### src/rtl/hazard_stall_unit.sv
// Load-use stall and taken-branch flush control beside the ID stage, with saturating event counters.
// Define HAZARD_NOFWD_EN for datapaths without forwarding: RAW dependencies on EX/MEM also stall.
module hazard_stall_unit #(
    parameter int REG_ADDR_W   = 5,
    parameter int CNT_W        = 16,
    parameter int FLUSH_CYCLES = 1
) (
    input  logic                  clk,
    input  logic                  rst,
    input  logic                  mem_read_dx,
    input  logic [REG_ADDR_W-1:0] rt_register_dx,
    input  logic [REG_ADDR_W-1:0] rs_register_fd,
    input  logic [REG_ADDR_W-1:0] rt_register_fd,
    input  logic                  uses_rt_fd,
    input  logic                  reg_write_dx,
    input  logic [REG_ADDR_W-1:0] rd_register_dx,
    input  logic                  reg_write_xm,
    input  logic [REG_ADDR_W-1:0] rd_register_xm,
    input  logic                  branch_taken_xm,
    output logic                  pc_write,
    output logic                  fd_write,
    output logic                  fd_flush,
    output logic                  dx_bubble,
    output logic                  stall_active,
    output logic [CNT_W-1:0]      stall_count,
    output logic [CNT_W-1:0]      flush_count
);

    localparam logic [0:0] ST_RUN   = 1'b0;
    localparam logic [0:0] ST_FLUSH = 1'b1;
    localparam logic [2:0] FLUSH_LOAD = 3'(FLUSH_CYCLES - 1);

    logic [0:0] r_state;
    logic [0:0] w_state_nxt;
    logic [2:0] r_flush_left;
    logic [2:0] w_flush_left_nxt;
    logic       w_lu;
    logic       w_raw;
    logic       w_flush_accept;

    function automatic logic [CNT_W-1:0] sat_inc(input logic [CNT_W-1:0] v);
        return (&v) ? v : v + {{(CNT_W-1){1'b0}}, 1'b1};
    endfunction

    // Register 0 is hardwired zero, so it can never carry a dependency.
    assign w_lu = mem_read_dx && (rt_register_dx != '0) &&
                  ((rt_register_dx == rs_register_fd) ||
                   (uses_rt_fd && (rt_register_dx == rt_register_fd)));

`ifdef HAZARD_NOFWD_EN
    logic w_rs_dep;
    logic w_rt_dep;
    assign w_rs_dep = (rs_register_fd != '0) &&
                      ((reg_write_dx && (rd_register_dx == rs_register_fd)) ||
                       (reg_write_xm && (rd_register_xm == rs_register_fd)));
    assign w_rt_dep = uses_rt_fd && (rt_register_fd != '0) &&
                      ((reg_write_dx && (rd_register_dx == rt_register_fd)) ||
                       (reg_write_xm && (rd_register_xm == rt_register_fd)));
    assign w_raw = w_rs_dep || w_rt_dep;
`else
    logic w_unused_nofwd;
    assign w_unused_nofwd = ^{reg_write_dx, rd_register_dx, reg_write_xm, rd_register_xm};
    assign w_raw = 1'b0;
`endif

    always_comb begin
        pc_write         = 1'b1;
        fd_write         = 1'b1;
        fd_flush         = 1'b0;
        dx_bubble        = 1'b0;
        stall_active     = 1'b0;
        w_flush_accept   = 1'b0;
        w_state_nxt      = r_state;
        w_flush_left_nxt = r_flush_left;
        // Outputs hold their idle values for as long as reset is asserted.
        if (!rst) begin
            case (r_state)
                ST_RUN: begin
                    if (branch_taken_xm) begin
                        fd_flush       = 1'b1;
                        dx_bubble      = 1'b1;
                        w_flush_accept = 1'b1;
                        if (FLUSH_CYCLES > 1) begin
                            w_flush_left_nxt = FLUSH_LOAD;
                            w_state_nxt      = ST_FLUSH;
                        end
                    end else if (w_lu || w_raw) begin
                        pc_write     = 1'b0;
                        fd_write     = 1'b0;
                        dx_bubble    = 1'b1;
                        stall_active = 1'b1;
                    end
                end
                default: begin
                    fd_flush         = 1'b1;
                    dx_bubble        = 1'b1;
                    w_flush_left_nxt = r_flush_left - 3'd1;
                    if (r_flush_left <= 3'd1) begin
                        w_state_nxt = ST_RUN;
                    end
                end
            endcase
        end
    end

    always_ff @(posedge clk or posedge rst) begin
        if (rst) begin
            r_state      <= ST_RUN;
            r_flush_left <= 3'd0;
            stall_count  <= '0;
            flush_count  <= '0;
        end else begin
            r_state      <= w_state_nxt;
            r_flush_left <= w_flush_left_nxt;
            if (stall_active) begin
                stall_count <= sat_inc(stall_count);
            end
            if (w_flush_accept) begin
                flush_count <= sat_inc(flush_count);
            end
        end
    end

endmodule

### config.mk
export PLATFORM = sky130hd
export DESIGN_NAME = hazard_stall_unit
export DESIGN_NICKNAME = d
export VERILOG_FILES = /design/src/rtl/hazard_stall_unit.sv
export SDC_FILE = /design/constraint.sdc
export NUM_CORES = 1
export LEC_CHECK = 0
export CORE_UTILIZATION = 35
export CTS_CLUSTER_SIZE = 28
export DETAILED_ROUTE_END_ITERATION = 12
export PLACE_DENSITY_LB_ADDON = 0.3
export SLEW_MARGIN = 20
export SYNTH_ARGS = -nofsm -noshare
export SYNTH_HDL_FRONTEND = slang
export SYNTH_SLANG_ARGS = --single-unit
export TNS_END_PERCENT = 1
### constraint.sdc
create_clock -name clk -period 3.5 [get_ports clk]
set_clock_uncertainty 0.05 [all_clocks]
set_input_delay 1.05 -clock clk [delete_from_list [all_inputs] [get_ports clk]]
set_output_delay 1.05 -clock clk [all_outputs]
set_load 0.005 [all_outputs]
# [After elaboration in Yosys (flattened, before gate mapping)]
# Index checks and enable logic that the tools add are counted.
[op_classes] n_addsub=3 order_cmp=1 n_eq_ne=2 muxes=18 bitwise_logic=3 reduce_logical=10
[op_table] cell="adder 16 x 1 -> 16 bit (second input constant)" count=2
[op_table] cell="AND reduction 16 bit" count=2
[op_table] cell="2-to-1 mux 1 bit" count=18
[op_table] cell="== test 5 bit" count=2
[op_table] cell="AND reduction 2 bit" count=3
[op_table] cell="nonzero test 5 bit" count=1
[op_table] cell="<= comparator 3 x 1 -> 1 bit (second input constant)" count=1
[op_table] cell="logical AND 1 bit" count=3
[op_table] cell="inverter 1 bit" count=3
[op_table] cell="subtractor 3 x 1 -> 3 bit (second input constant)" count=1
[op_table] cell="logical OR 1 bit" count=1
[totals] register_bits=36 inputBits=32 output_inout_bits=37 elab_cells=41

# [Logic depth before layout (Yosys ltp)]
# Gate-level depths: netlist of the first run.
[logic_depth] ltp_word=9 mapped_depth=6 ltp_nobuf=6

# [Worst setup path after synthesis of the first run]
# OpenSTA, ideal clock, no wires.
[synth_timing] path_type="in2out" start="input rt_register_dx[4]" end="output pc_write" t_arrival_ns=2.102 required_time_ns=2.400 slack_ns=0.298 path_stages=6 path_buffers=2 path_cell_list="xnor2_1 -> nand3_1 -> o22ai_1 -> buf_2 -> nand2_1 -> buf_4"
[synth_between] elab_chain_cells=8 elab_cells_between_ends=11 classes_between="eq/ne (2); mux (4); reduce/logical (5)"
[synth_rtl] item="start: declaration" line_no="11" rtl="input logic [REG_ADDR_W-1:0] rt_register_dx,"
[synth_rtl] item="== test 5 bit" line_no="48" rtl="(uses_rt_fd && (rt_register_dx == rt_register_fd)));"
[synth_rtl] item="logical AND 1 bit" line_no="48"
[synth_rtl] item="logical OR 1 bit" line_no="47" rtl="((rt_register_dx == rs_register_fd) ||"
[synth_rtl] item="logical AND 1 bit *" line_no="46" rtl="assign w_lu = mem_read_dx && (rt_register_dx != '0) &&"
[synth_rtl] item="2-to-1 mux 1 bit * (4 in a row)"
[synth_rtl] item="end: declaration" line_no="20" rtl="output logic pc_write,"
# Mark *: on every way between the ends. The rest lies on a longest branch, timed or not.

# [Worst setup path after layout of the first run]
[layout_timing] start="input rt_register_fd[0]" end="output dx_bubble"
[layout_between] elab_chain_cells=8
[layout_rtl] item="start: declaration" line_no="13" rtl="input logic [REG_ADDR_W-1:0] rt_register_fd,"
[layout_rtl] item="== test 5 bit" line_no="48"
[layout_rtl] item="logical AND 1 bit" line_no="48"
[layout_rtl] item="logical OR 1 bit" line_no="47"
[layout_rtl] item="logical AND 1 bit" line_no="46"
[layout_rtl] item="2-to-1 mux 1 bit" line_no="87" rtl="end else if (w_lu || w_raw) begin"
[layout_rtl] item="2-to-1 mux 1 bit" line_no="79" rtl="if (branch_taken_xm) begin"
[layout_rtl] item="2-to-1 mux 1 bit" line_no="77" rtl="case (r_state)"
[layout_rtl] item="2-to-1 mux 1 bit" line_no="76" rtl="if (!rst) begin"
[layout_rtl] item="end: declaration" line_no="23" rtl="output logic dx_bubble,"
# Every way passes these cells.

==> results.md, run 1 <==
| Parameter | Reported | Unit |
|---|---|---|
| Maximum number of pins on one net before global-route repair | 19 | - |
| Longest individual stage delay on the worst path | 0.42 | ns |
| Crit share post-route | 0.9872 | - |
| Die Ht | 76.92 | µm |
| Final count of negative-setup-slack endpoints | 0 | - |
| DP Wirelength | 3.084 | mm |
| Slowest cell on the critical path | sky130_fd_sc_hd__clkdlybuf4s50_1 | - |
| Library cells used by synthesis | 40 | - |
| ANT nets after route | 0 | - |
| Most frequent standard cell in the layout excluding fill and tap cells | sky130_fd_sc_hd__dfrtp_1 | - |
| DRC violation count after routing | 0 | - |
| Endpoint arrival time on the critical path | 2.36 | ns |
| Sequential-to-total area share from yosys stat | 0.4586 | - |
| Final Routed Wirelength | 4.199 | mm |
| Result of the run | completed | - |
| CTS HTree Levels | 2 | - |
| Starting utilization of the core area | 0.3727 | - |
| Worst Setup Start Kind | input port | - |
| Sum of negative setup slack | 0 | ns |
| Die Area | 0.005916 | mm² |
| Mean instance size in the synthesized netlist | 10.73 | µm² |
| EDFF count, synth | 0 | - |
| Highest Clock Rate | 289.4 | MHz |
| Slew Viols, Final | 0 | - |
| Number of endpoints with negative hold slack in the final report | 0 | - |
| Worst path cell trace | clkdlybuf4s50_1 > xnor2_1 > nand2_1 > o22ai_2 > buf_4 > nor2b_1 > or2_4 > buf_2 | - |
| Aggregate global-route resource usage | 0.1499 | - |
| WL/cell | 12.65 | µm |
| Clock root buffer master | sky130_fd_sc_hd__clkbuf_8 | - |
| Post-synth top area cell | sky130_fd_sc_hd__dfrtp_1 | - |
| Relative area change from synthesis to final layout | 43.31 | % |
| Register bit total from synthesis | 36 | - |
| Source-to-sink clock delay at the later pin of the worst-skew pair | 0.29 | ns |
| Max-cap viol count | 0 | - |
| I/O Pins | 69 | - |
| Clock transition at the registers of the reported paths | 0.07 | ns |
| Type of the tightest min-delay check | flip-flop to flip-flop | - |
| Yosys top cell area share | 0.4586 | - |
| Share of layout cells above drive strength 1 | 0.1947 | - |
| Hold_buf cts | 0 | - |
| Final weighted congestion of routability-driven global placement | 0.7801 | - |
| Post-synthesis instance area | 0.001964 | mm² |
| Worst path required time | 2.40 | ns |
| Number of buffers on the longest clock path | 2 | - |
| Count of routing violations after the opening detailed-route iteration | 70 | - |
| Number of standard cells after synthesis | 183 | - |
| Number of antenna violations at the first check in global routing | 0 | - |
| Largest fanout on the critical path | 2 | - |
| Cell area power density | 368.2 | mW/mm² |
| Number of global-route vias before repair | 1581 | - |
| RSZ-0062 raised after global routing | no | - |
| Count of yosys warnings during synthesis | 0 | - |
| Vias/cell | 5.054 | - |
| Crit path buf inv count | 3 | - |
| Total via count after detailed routing | 1678 | - |
| Std-Cell Rows | 26 | - |
| Clock tree from TritonCTS | done | - |
| Delay-heaviest family, CP | buffers and inverters | - |
| Commonest cells after routing, fill and taps aside | 36 x sky130_fd_sc_hd__dfrtp_1, 35 x sky130_fd_sc_hd__clkdlybuf4s50_1, 29 x sky130_fd_sc_hd__xnor2_1, 19 x sky130_fd_sc_hd__nand2_1, 18 x sky130_fd_sc_hd__buf_4 | - |
| Post-Syn Nets | 219 | - |
| Placeable core region | 0.005270 | mm² |
| Antenna fix cells | 0 | - |
| Top area cells in the synthesized netlist | sky130_fd_sc_hd__dfrtp_1 46%, sky130_fd_sc_hd__xnor2_1 13%, sky130_fd_sc_hd__nand2_1 3.6%, sky130_fd_sc_hd__nand3_1 3.3%, sky130_fd_sc_hd__nand4_1 3.2% | - |
| Total of buffers placed on input and output ports | 56 | - |
| Residual overflow from global routing | 0 | - |
| Headroom to the max-slew limit | 0.7013 | - |
| Tmin final | 3.455 | ns |
| Fraction of the core area covered by cells at the end of the flow | 0.5342 | - |
| Total clock buffers created by CTS | 5 | - |
| Die boundary width | 76.92 | µm |
| Sink Count | 36 | - |
| Worst slew pin tran | 0.4439 | ns |
| Pre-Repair DR Iteration Count | 4 | - |
| Top FF cell, synth | sky130_fd_sc_hd__dfrtp_1 | - |
| Capturing element type of the critical path | primary output | - |
| Wire length of the first global-routing pass | 7.107 | mm |
| Net count reported at finish | 297 | - |
| Proportion of synthesized flip-flops having asynchronous set or reset | 1.000 | - |
| Leakage | 1.199 | nW |
| Max VDD drop | 0.4071 | mV |
| CP Class | input port to primary output | - |
[stage by stage]
step	instances	total power, mW	setup WS (ns)	hold WS, ns	cell area (µm²)
floorplan	183	0.5993	0.2982	0.3966	1964
global placement	321	0.7377	-0.5796	0.4190	2701
detailed placement	321	0.7407	-0.5791	0.4198	2701
CTS	332	1.048	0.007052	0.4335	2815
global route	332	1.096	0.009930	0.4514	2815
finish	332	1.037	0.04477	0.4346	2815
[worst reg2reg max path, cell delays in order (launching register included)]
cell,delay (ns)
sky130_fd_sc_hd__dfrtp_1,0.47
sky130_fd_sc_hd__ha_1,0.32
sky130_fd_sc_hd__and4_1,0.25
sky130_fd_sc_hd__a41oi_2,0.44
sky130_fd_sc_hd__mux2_2,0.39
[state kept, by name, indices dropped and copies added, names as in the netlist]
name and flops:
stall_count 16, r_state 1, r_flush_left 3, flush_count 16
[cell usage after synthesis, types with 2 or more instances]
| cell type | n |
|---|---|
| sky130_fd_sc_hd__nor4_1 | 3 |
| sky130_fd_sc_hd__xor2_1 | 7 |
| sky130_fd_sc_hd__mux2_2 | 4 |
| sky130_fd_sc_hd__and3_1 | 5 |
| sky130_fd_sc_hd__nor4b_1 | 3 |
| sky130_fd_sc_hd__nand3_1 | 13 |
| sky130_fd_sc_hd__nor2b_1 | 2 |
| sky130_fd_sc_hd__nor3_1 | 3 |
| sky130_fd_sc_hd__nand4_1 | 10 |
| sky130_fd_sc_hd__nand3b_1 | 2 |
| sky130_fd_sc_hd__nand2_1 | 19 |
| sky130_fd_sc_hd__ha_1 | 4 |
| sky130_fd_sc_hd__dfrtp_1 | 36 |
| sky130_fd_sc_hd__a31oi_1 | 2 |
| sky130_fd_sc_hd__xnor2_1 | 30 |
| sky130_fd_sc_hd__and4_1 | 6 |
| sky130_fd_sc_hd__a21oi_1 | 3 |
| sky130_fd_sc_hd__inv_1 | 5 |
| sky130_fd_sc_hd__nor2_1 | 5 |
[per-layer routing]
layer  routed length, µm  vias to the layer above  share of wire  GRT usage
met5                   0                        -              0          0
met1                1922                      809           0.46     0.1860
met3                 233                        6          0.055    0.04405
met4                  48                        0          0.011    0.04615
met2                1994                       44           0.47     0.2491
li1                    -                      819              -          -
[cell type report]
class / count / area [µm²]
fillers: 516 / 2455
multi-input cells: 139 / 1060
flip-flops and latches: 36 / 900.9
repair buffers: 74 / 654.4
well taps: 70 / 87.58
clock buffers: 7 / 86.33
inverters: 5 / 18.77
clock inverters: 1 / 7.507
[report_power, final]
group	internal (mW)	switching [mW]	total, mW
logic	0.139	0.0790	0.218
registers	0.455	0.0591	0.514
clock network	0.160	0.145	0.305
total	0.754	0.283	1.04
[final timing paths]
path                                              from                     endpoint  slack [ns]  cells past startpoint
hold reg to reg            r_flush_left[2]$_DFFE_PP0P_  r_flush_left[2]$_DFFE_PP0P_        0.43                      1
hold / removal             r_flush_left[2]$_DFFE_PP0P_  r_flush_left[2]$_DFFE_PP0P_        0.43                      1
max in group asynchronous                          rst  flush_count[13]$_DFFE_PP0P_        1.79                      4
min in group asynchronous                          rst   stall_count[4]$_DFFE_PP0P_        1.02                      3
setup reg to reg            flush_count[0]$_DFFE_PP0P_   flush_count[1]$_DFFE_PP0P_        1.46                      4
setup / recovery                     rt_register_fd[0]                    dx_bubble        0.04                      8
[kinds of logic (layout without fill, tap and decap cells)]
kind of cell / after synthesis / in the layout / share of synthesized area
simple gates: 77 / 77 / 0.2268
xor+xnor: 37 / 37 / 0.1650
flops: 36 / 36 / 0.4586
compound gates: 17 / 17 / 0.07962
buf+inv: 8 / 87 / 0.02166
fa+ha+maj: 4 / 4 / 0.02548
mux: 4 / 4 / 0.02293
[repair_timing]
| action | CTS | global route |
|---|---|---|
| resized for setup | 45 | 4 |
| endpoints found under the hold margin | 0 | 0 |
| setup endpoints to repair | 4 | 4 |
| pin swaps | 13 | 4 |
| buffers inserted | 3 | 0 |
Power figures use the tool's default switching activity.
==> inputs of run 2 (changes only) <==
GPL_TIMING_DRIVEN = 0   (was default)
==> run 2 against run 1 <==
Combinational power is 2% higher. Cell area is 1.6% higher. Fmax is 0.52% lower.
==> results.md, run 2 (synthesized netlist as in run 1, its figures left out) <==
| Parameter | Reported | Unit |
|---|---|---|
| Final Total Pwr | 1.102 | mW |
| Residual overflow from global routing | 0 | - |
| Leakage | 1.196 | nW |
| Total of buffers placed on input and output ports | 56 | - |
| Placeable core region | 0.005270 | mm² |
| Number of antenna violations at the first check in global routing | 0 | - |
| Total placed cells including tap cells | 310 | - |
| Std-Cell Rows | 26 | - |
| Final weighted congestion of routability-driven global placement | 0.7581 | - |
| WL/cell | 13.37 | µm |
| Largest fanout on the critical path | 3 | - |
| Tmin final | 3.473 | ns |
| Number of endpoints with negative hold slack in the final report | 0 | - |
| Share of layout cells above drive strength 1 | 0.1829 | - |
| I/O Pins | 69 | - |
| RSZ-0062 raised after global routing | yes | - |
| Sink Count | 36 | - |
| Crit share post-route | 0.9924 | - |
| Storage cell area | 900.9 | µm² |
| Total via count after detailed routing | 1637 | - |
| Cell area power density | 385.5 | mW/mm² |
| CP Class | input port to primary output | - |
| DP Wirelength | 3.102 | mm |
| Wire length of the first global-routing pass | 7.700 | mm |
| Clock transition at the registers of the reported paths | 0.07 | ns |
| DRC violation count after routing | 0 | - |
| Footprint of the multi-input gates | 0.001066 | mm² |
| Die boundary width | 76.92 | µm |
| ANT nets after route | 0 | - |
| Type of the tightest min-delay check | flip-flop to flip-flop | - |
| Count of routing violations after the opening detailed-route iteration | 72 | - |
| Endpoint arrival time on the critical path | 2.37 | ns |
| Clock root buffer master | sky130_fd_sc_hd__clkbuf_8 | - |
| Starting utilization of the core area | 0.3727 | - |
| Source-to-sink clock delay at the later pin of the worst-skew pair | 0.29 | ns |
| Antenna fix cells | 0 | - |
| Worst Setup Start Kind | input port | - |
| Relative area change from synthesis to final layout | 45.54 | % |
| Aggregate global-route resource usage | 0.1617 | - |
| Pre-Repair DR Iteration Count | 4 | - |
| Commonest cells after routing, fill and taps aside | 36 x sky130_fd_sc_hd__dfrtp_1, 35 x sky130_fd_sc_hd__clkdlybuf4s50_1, 30 x sky130_fd_sc_hd__xnor2_1, 18 x sky130_fd_sc_hd__nand2_1 | - |
| Hold path depth | 1 | - |
| Vias/cell | 5.006 | - |
| Max VDD drop | 0.3099 | mV |
| Result of the run | completed | - |
| Highest Clock Rate | 287.9 | MHz |
| Reg2reg path depth | 4 | - |
| Clock tree from TritonCTS | done | - |
| Maximum number of pins on one net before global-route repair | 22 | - |
| Registers with the most flip-flops | flush_count x16, stall_count x16, r_flush_left x3 | - |
| Number of buffers on the longest clock path | 2 | - |
| Headroom to the max-slew limit | 0.6775 | - |
| Die Area | 0.005916 | mm² |
| Final count of negative-setup-slack endpoints | 0 | - |
| Number of global-route vias before repair | 1683 | - |
| Post-route non-filler standard cell count | 327 | - |
| CTS HTree Levels | 2 | - |
| Net count reported at finish | 292 | - |
| Fraction of the core area covered by cells at the end of the flow | 0.5425 | - |
| Capturing element type of the critical path | primary output | - |
| Fill cell instance count of the final layout | 480 | - |
| Max-cap viol count | 0 | - |
| Die Ht | 76.92 | µm |
| Slew Viols, Final | 0 | - |
| Worst slew pin tran | 0.4838 | ns |
| Final Routed Wirelength | 4.372 | mm |
| Total clock buffers created by CTS | 5 | - |
| Worst path required time | 2.40 | ns |
| Most frequent standard cell in the layout excluding fill and tap cells | sky130_fd_sc_hd__dfrtp_1 | - |
## run 2: report_power, final
part	internal [mW]	leakage [nW]	total [mW]	switching, mW
Clock	0.211	0.0541	0.366	0.156
Sequential	0.454	0.492	0.513	0.0590
Combinational	0.141	0.649	0.223	0.0814
Total	0.806	1.20	1.10	0.296
## run 2: worst max-delay path, stage by stage
cell and delay, ns:
sky130_fd_sc_hd__buf_6 0.10, sky130_fd_sc_hd__or4_4 0.55, sky130_fd_sc_hd__o21ai_4 0.19, sky130_fd_sc_hd__buf_6 0.12, sky130_fd_sc_hd__nor2b_1 0.03, sky130_fd_sc_hd__or2_4 0.22, sky130_fd_sc_hd__buf_6 0.11
## run 2: through the flow
stage | worst slack (ns) | TNS [ns] | hold WS [ns] | instance area, µm²
6_report | 0.02655 | 0 | 0.4225 | 2859
4_1_cts | 0.001333 | 0 | 0.4286 | 2859
3_5_place_dp | -1.054 | -3.796 | 0.4138 | 2640
2_1_floorplan | 0.2982 | 0 | 0.3966 | 1964
3_3_place_gp | -1.016 | -3.672 | 0.4164 | 2613
5_1_grt | -0.01235 | -0.01235 | 0.4406 | 2859
## run 2: path summary, 6_finish.rpt
path                       slack, ns                        start                           to
min                             0.42  r_flush_left[2]$_DFFE_PP0P_  r_flush_left[2]$_DFFE_PP0P_
max reg2reg                     1.43   flush_count[0]$_DFFE_PP0P_   flush_count[1]$_DFFE_PP0P_
max                             0.03            rt_register_dx[4]                    dx_bubble
min in group asynchronous       0.97                          rst          r_state$_DFFE_PP0N_
max in group asynchronous       1.99                          rst   flush_count[4]$_DFFE_PP0P_
min reg2reg                     0.42  r_flush_left[2]$_DFFE_PP0P_  r_flush_left[2]$_DFFE_PP0P_
## run 2: metal layers
layer  wire [µm]  vias up  track usage
met5           0        -            0
met4          95        0      0.07115
met3         243       11      0.03333
met2        1997       60       0.2705
met1        2034      753       0.1997
li1            -      813            -
## run 2: area by class of cell
class                      instances  share of cell area
multi-input combinational        139              0.3729
sequential                        36              0.3151
timing repair buffer              66              0.2254
tap                               70             0.03063
clock buffer                       5             0.02407
clock inverter                     3             0.01488
buffer                             3             0.01050
inverter                           5            0.006565
## run 2: what timing repair did
action | in CTS | in global routing
buffers inserted | 9 | 0
gates cloned | 0 | 0
pin swaps | 19 | 4
setup endpoints to repair | 4 | 5
gates resized for setup | 54 | 2
hold buffers | 0 | 0
